**src/rtl/axis_byte_packer.sv**
```systemverilog
// Packs an 8-bit AXI-Stream into little-endian OUT_WIDTH-bit words with tkeep/tlast,
// reports the byte count of each completed frame and cuts frames that run past MAX_FRAME.
module axis_byte_packer #(
  parameter int OUT_WIDTH = 32,
  parameter int MAX_FRAME = 768,
  parameter int CNT_W     = 10
) (
  input  logic                   aclk,
  input  logic                   aresetn,
  input  logic [7:0]             s_axis_tdata,
  input  logic                   s_axis_tvalid,
  output logic                   s_axis_tready,
  input  logic                   s_axis_tlast,
  output logic [OUT_WIDTH-1:0]   m_axis_tdata,
  output logic [OUT_WIDTH/8-1:0] m_axis_tkeep,
  output logic                   m_axis_tvalid,
  input  logic                   m_axis_tready,
  output logic                   m_axis_tlast,
  output logic                   frame_done,
  output logic [CNT_W:0]         frame_bytes,
  output logic                   overrun_err,
  output logic                   dbg_state
);

  localparam int N      = OUT_WIDTH / 8;
  localparam int LANE_W = (N > 1) ? $clog2(N) : 1;
  localparam logic [CNT_W:0] CNT_LAST = (CNT_W + 1)'(MAX_FRAME - 1);
  localparam logic [CNT_W:0] CNT_MAX  = (CNT_W + 1)'(MAX_FRAME);

  typedef enum logic {FILL = 1'b0, DISCARD = 1'b1} state_t;

  // Handshake rule on both ports: a beat transfers on the rising edge where
  // tvalid && tready; a held beat keeps data/keep/last stable until it transfers.

  state_t               state, state_nxt;
  logic [LANE_W-1:0]    lane;
  logic [CNT_W:0]       cnt;
  logic [OUT_WIDTH-1:0] acc;
  logic                 rst_done;
  logic                 out_free, lane_full, at_max, completes;
  logic                 accept, load;
  logic [OUT_WIDTH-1:0] word_nxt;
  logic [N-1:0]         keep_nxt;

  assign out_free   = !m_axis_tvalid || m_axis_tready;
  assign lane_full  = (lane == LANE_W'(N - 1));
  assign at_max     = (cnt == CNT_LAST);
  assign completes  = lane_full || s_axis_tlast || at_max;
  assign frame_done = m_axis_tvalid && m_axis_tready && m_axis_tlast;
  assign dbg_state  = state;

  // Upper lanes of acc are always zero, so OR-ing in the new byte yields the padded word.
  assign word_nxt = acc | (OUT_WIDTH'(s_axis_tdata) << (8 * lane));

  always_comb begin
    keep_nxt = '0;
    for (int k = 0; k < N; k++) keep_nxt[k] = (LANE_W'(k) <= lane);
  end

  always_ff @(posedge aclk or negedge aresetn) begin
    if (!aresetn) state <= FILL;
    else          state <= state_nxt;
  end

  always_comb begin
    state_nxt = state;
    case (state)
      FILL:    if (accept && at_max && !s_axis_tlast) state_nxt = DISCARD;
      DISCARD: if (accept && s_axis_tlast)            state_nxt = FILL;
      default: state_nxt = FILL;
    endcase
  end

  always_comb begin
    s_axis_tready = 1'b0;
    if (rst_done) begin
      case (state)
        FILL:    s_axis_tready = completes ? out_free : 1'b1;
        DISCARD: s_axis_tready = 1'b1;
        default: s_axis_tready = 1'b0;
      endcase
    end
    accept = s_axis_tvalid && s_axis_tready;
    load   = accept && (state == FILL) && completes;
  end

  always_ff @(posedge aclk or negedge aresetn) begin
    if (!aresetn) begin
      rst_done      <= 1'b0;
      lane          <= '0;
      cnt           <= '0;
      acc           <= '0;
      m_axis_tdata  <= '0;
      m_axis_tkeep  <= '0;
      m_axis_tvalid <= 1'b0;
      m_axis_tlast  <= 1'b0;
      frame_bytes   <= '0;
      overrun_err   <= 1'b0;
    end else begin
      rst_done <= 1'b1;
      if (m_axis_tvalid && m_axis_tready) m_axis_tvalid <= 1'b0;
      if (load) begin
        m_axis_tdata  <= word_nxt;
        m_axis_tkeep  <= keep_nxt;
        m_axis_tlast  <= s_axis_tlast || at_max;
        m_axis_tvalid <= 1'b1;
      end
      if (accept && (state == FILL)) begin
        if (completes) begin
          lane <= '0;
          acc  <= '0;
        end else begin
          lane <= lane + 1'b1;
          acc  <= word_nxt;
        end
        if (s_axis_tlast) begin
          frame_bytes <= cnt + 1'b1;
          cnt         <= '0;
        end else if (at_max) begin
          frame_bytes <= CNT_MAX;
          overrun_err <= 1'b1;
          cnt         <= '0;
        end else begin
          cnt <= cnt + 1'b1;
        end
      end
    end
  end

endmodule

```
**config.mk**
```make
export PLATFORM = sky130hd
export DESIGN_NAME = axis_byte_packer
export DESIGN_NICKNAME = d
export VERILOG_FILES = /design/src/rtl/axis_byte_packer.sv
export SDC_FILE = /design/constraint.sdc
export NUM_CORES = 1
export LEC_CHECK = 0
export BUFFER_PORTS_ARGS = -buffer_cell sky130_fd_sc_hd__buf_2
export CAP_MARGIN = 20
export CORE_ASPECT_RATIO = 1.1
export CORE_MARGIN = 4
export CORE_UTILIZATION = 30
export CTS_CLUSTER_DIAMETER = 100
export DETAILED_ROUTE_END_ITERATION = 10
export PLACE_DENSITY = 0.51
export REMOVE_ABC_BUFFERS = 1
export SLEW_MARGIN = 20
export SYNTH_ARGS = -nofsm -noshare
export SYNTH_HDL_FRONTEND = slang
export SYNTH_SLANG_ARGS = --single-unit
```
**constraint.sdc**
```tcl
create_clock -name aclk -period 5.3 [get_ports aclk]
set_input_delay 1.59 -clock aclk [delete_from_list [all_inputs] [get_ports aclk]]
set_output_delay 1.59 -clock aclk [all_outputs]
set_load 0.02 [all_outputs]
```
* Word-level counts from Yosys, hierarchy flattened
Cells that the tools add are included.
** Storage, ports and cells
- Bits in registers :: 97
- Bits of input ports :: 13
- Output and inout bits :: 53
** Operators by class
- Add/sub/neg operators :: 2
- $lt $le $gt $ge :: 4
- Eq/ne operators :: 2
- Shifts and indexed selects :: 1
- Multiplexer cells :: 14
- Bitwise logic cells :: 3
- Reductions and logical operators :: 18
** Operators with widths (number)
- $mux W11 :: 4
- $mux W32 :: 1
- $or A32 B32 Y32 :: 1
- $shl A8 B5 Y32 :: 1
- $add A11 B1 Y11 const B :: 1
- $eq A11 B10 Y1 const B :: 1
- $logic_and A1 B1 Y1 :: 8
- $mux W1 :: 6
- $le A1 B2 Y1 const A :: 2
- $le A2 B2 Y1 const A :: 2
- $logic_or A1 B1 Y1 :: 4
- $pmux W1 S2 :: 2
- $reduce_bool A2 Y1 :: 2
- $reduce_and A3 Y1 :: 1
- $add A2 B1 Y2 const B :: 1
- $eq A2 B2 Y1 const B :: 1
- $logic_not A1 Y1 :: 2
- $mux W2 :: 1
- $not A1 Y1 :: 2
- $reduce_and A2 Y1 :: 1

* Logic depth before layout (Yosys ltp)
- Depth in word-level cells :: 11
- Mapped depth :: 8
- Depth with buffers taken out :: 6

* Worst setup path after synthesis
Ideal clock, no wire load.
- Path type :: input-to-output
- Start point :: in s_axis_tlast
- End point :: out s_axis_tready
- Arrival time :: 2229 ps
- Path slack :: 1481 ps
- Stages on the path :: 3
- Buffers on the path :: 0
- Path through :: or2_2 > nor2_1 > o31a_1
** On the way
- Cells in the longest elaborated chain, start to end :: 5
** Ends and longest elaborated chain
- start: declaration :: line 13 : input logic s_axis_tlast,
- $logic_or A1 B1 Y1 (2 in series) :: line 48 : assign completes = lane_full || s_axis_tlast || at_max;
- $mux W1 :: line 78 : FILL: s_axis_tready = completes ? out_free : 1'b1;
- $pmux W1 S2 :: line 77 : case (state)
- $mux W1 :: line 76 : if (rst_done) begin
- end: declaration :: line 12 : output logic s_axis_tready,
No other way between the ends.

* Worst setup path in the final report
Same ends and word-level chain as after synthesis.

==> impl_metrics.py <==
metrics = {
    "yosys": {
        "synth-seq-cells": 97,
        "synth_top_area_share": 0.588,
        "netlist_top_cells_area": "dfrtp_1, a22o_1, nand2_1",
        "synthDistinctLibCells": 43,
        "ys_seq_area_frac": 0.588,
        "ys.flop_type": "dfrtp_1",
        "syn_area_um2": 4130,
        "synth_top_area_cell": "dfrtp_1",
        "synth_edf_count": 0,
        "async_reset_ff_frac": 1.00,
        "ys_warn_count": 0,
        "synth.avg_cell_area_um2": 11.0,
        "netlist_instances": 375,
    },
    "critical_path": {
        "critPathTopFamily": "simple AND/OR/NAND/NOR gates",
        "crit_type": "primary input to output pin",
        "slowest_delay_ns": 0.36,
        "crit_fanout": 15,
        "cp-end-kind": "output pin",
        "worstPathArrival_ns": 2.58,
        "cp_num_buf_inv": 2,
        "crit_required_ns": 3.71,
        "crit_top_cell": "buf_2",
        "critPathLaunchType": "primary input",
        "worstPathCellList": "buf_2 > or2_2 > nor2_1 > o31a_1 > buf_2",
        "crit_slowest_cell": "or2_2",
    },
    "clocking": {
        "cts_setup_buffers": 0,
        "clk_pin_slew_ns": 0.06,
        "cts_resized": 0,
        "ctsLongestPathBuffers": 2,
        "cts_tree": "yes",
        "clock_latency_ns": 0.34,
        "cts_hold_buf": 0,
        "cts_sinks": 97,
        "cts_made_buffers": 9,
        "cts_root_buffer": "clkbuf_16",
        "cts_max_level": 3,
    },
    "place": {
        "place.gp.congestion": 0.745,
        "portBuffers": 65,
        "dpl.hpwl_um": 6270,
        "placed_cells": 600,
    },
    "outcome": {
        "status": "complete, no violations",
    },
    "layout": {
        "layout_commonest_cell": "dfrtp_1",
        "area_growth_pct": 17.6,
        "final_util": 0.365,
        "diodes": 0,
        "drive_gt1_frac": 0.216,
        "fin_nets": 444,
        "final_cell_mix": "dfrtp_1, buf_2, nand2_1, o21ai_0, a21oi_1",
        "stdcell_count": 615,
    },
    "floorplanning": {
        "die-area_um2": 15700,
        "io_pins": 66,
        "core_um2": 13300,
        "start_util": 0.310,
        "core.rowCount": 44,
        "die_w_um": 120,
        "die_h_um": 131,
    },
    "global_route": {
        "busiest_layer": "met2",
        "grt_pass1_vias": 2876,
        "grt.met2_usage": 0.197,
        "met3_usage": 0.0280,
        "grt_pass1_wl_um": 15500,
        "grt_overflow_total": 0,
        "grt_max_degree": 103,
        "grt_usage": 0.127,
        "antenna_found_initial": 0,
        "grtUsageMet1": 0.173,
    },
    "route": {
        "drt-initial-drc-count": 199,
        "wl_per_cell_um": 15.5,
        "via_count": 3006,
        "dr.pass1.iters": 4,
        "drc_errors": 0,
        "drtAntennaViolNets": 0,
        "drt_wl_total_um": 9550,
        "viasPerCell": 4.89,
    },
    "job": {
        "maxCapViolCount": 0,
    },
    "power": {
        "p_seq_frac": 0.467,
        "pwr_density_cell_nw_per_um2": 426,
        "power_frac_comb": 0.217,
        "switchingPower_w": 0.000659,
        "clkPwrFrac": 0.316,
        "peakVddDrop_mv": 0.140,
        "p_int_w": 0.00141,
        "p_leak_nw": 2.26,
        "total_power_w": 0.00207,
        "sw_frac_of_total": 0.319,
    },
    "timing": {
        "finalWorstPathRequiredPeriod_ns": 4.17,
        "setup_viol": 0,
        "period_share": 0.788,
        "hold_viol": 0,
        "slew_viol_final": 0,
        "tightest_slew_ns": 0.948,
        "slew_headroom": 0.368,
        "timing.fmax_ghz": 0.240,
        "clock_skew_ns": 0.00702,
        "rsz0062_at_grt": "no",
        "fin_tns_setup_ns": 0,
    },
    "min_path": {
        "hold_class": "flip-flop to flip-flop",
    },
}
## final cells by class
class	count	area, um^2
clock buffers	10	239
multi-input cells	246	1540
flip-flops and latches	97	2430
well taps	184	230
repair buffers	67	343
inverters	6	22.5
fillers	1384	8470
clock inverters	5	56.3
## worst paths after layout
| path | start | end | slack (ns) | cells after the start |
|---|---|---|---|---|
| min in group asynchronous | aresetn | m_axis_tdata[21] | 1.40 | 1 |
| worst min register to register | m_axis_tkeep[0] | m_axis_tkeep[0] | 0.47 | 1 |
| max in group asynchronous | aresetn | m_axis_tvalid | 3.03 | 2 |
| worst max register to register | cnt[0] | acc[15] | 2.94 | 6 |
| worst min-delay path | m_axis_tkeep[0] | m_axis_tkeep[0] | 0.47 | 1 |
| worst max-delay path | s_axis_tlast | s_axis_tready | 1.13 | 5 |
## power groups by stage
stage	Sequential, W	Combinational [W]	Clock (W)
floorplan	0.00107	0.000183	0
global route	0.000987	0.000496	0.000706
finish	0.000966	0.000448	0.000653
CTS	0.000968	0.000459	0.000675
detailed placement	0.000981	0.000458	0
global placement	0.000975	0.000453	0
## through the flow
step / hold WS [ns] / instance area (um^2) / setup WS (ns)
after global placement: 0.457 / 4560 / 1.16
after global routing: 0.504 / 4860 / 1.04
after floorplan: 0.474 / 3980 / 0.0231
after CTS: 0.480 / 4860 / 1.11
after detailed placement: 0.457 / 4560 / 1.12
final: 0.471 / 4860 / 1.13
## Yosys cell counts (2+ instances only)
library cell,number
dfrtp_1,97
nand2_1,53
o21ai_0,39
a21oi_1,35
a22o_1,32
nor2_1,12
o2bb2ai_1,9
buf_1,8
nand3_1,7
o21ai_1,7
buf_2,6
inv_1,6
xor2_1,6
buf_6,5
clkbuf_1,4
ha_1,4
nand2b_1,4
nor3_4,4
o31ai_1,4
nor3_1,3
or4_1,3
xnor2_1,3
and3_1,2
clkbuf_2,2
o22a_1,2
## kinds of logic after synthesis
group	share of synthesized area
multiplexers	0.00273
XOR/XNOR	0.0191
flip-flops	0.588
adder cells (fa/ha/maj)	0.0121
buffers and inverters	0.0415
other	0.000908
AND/OR/NAND/NOR	0.122
AO/OA/AOI/OAI	0.214
## sequential cells by signal (all words and copies together) (netlist names)
name and count:
acc 32, cnt 11, dbg_state 1, frame_bytes 11, lane 2, m_axis_tdata 32
m_axis_tkeep 4, m_axis_tlast 1, m_axis_tvalid 1, overrun_err 1, rst_done 1
## per-layer routing
layer | part of all wire | vias to the layer above
li1 | - | 1450
met1 | 0.47 | 1466
met2 | 0.46 | 76
met3 | 0.051 | 14
met4 | 0.020 | 0
met5 | 0 | -
(Power assumes the default switching activity.)
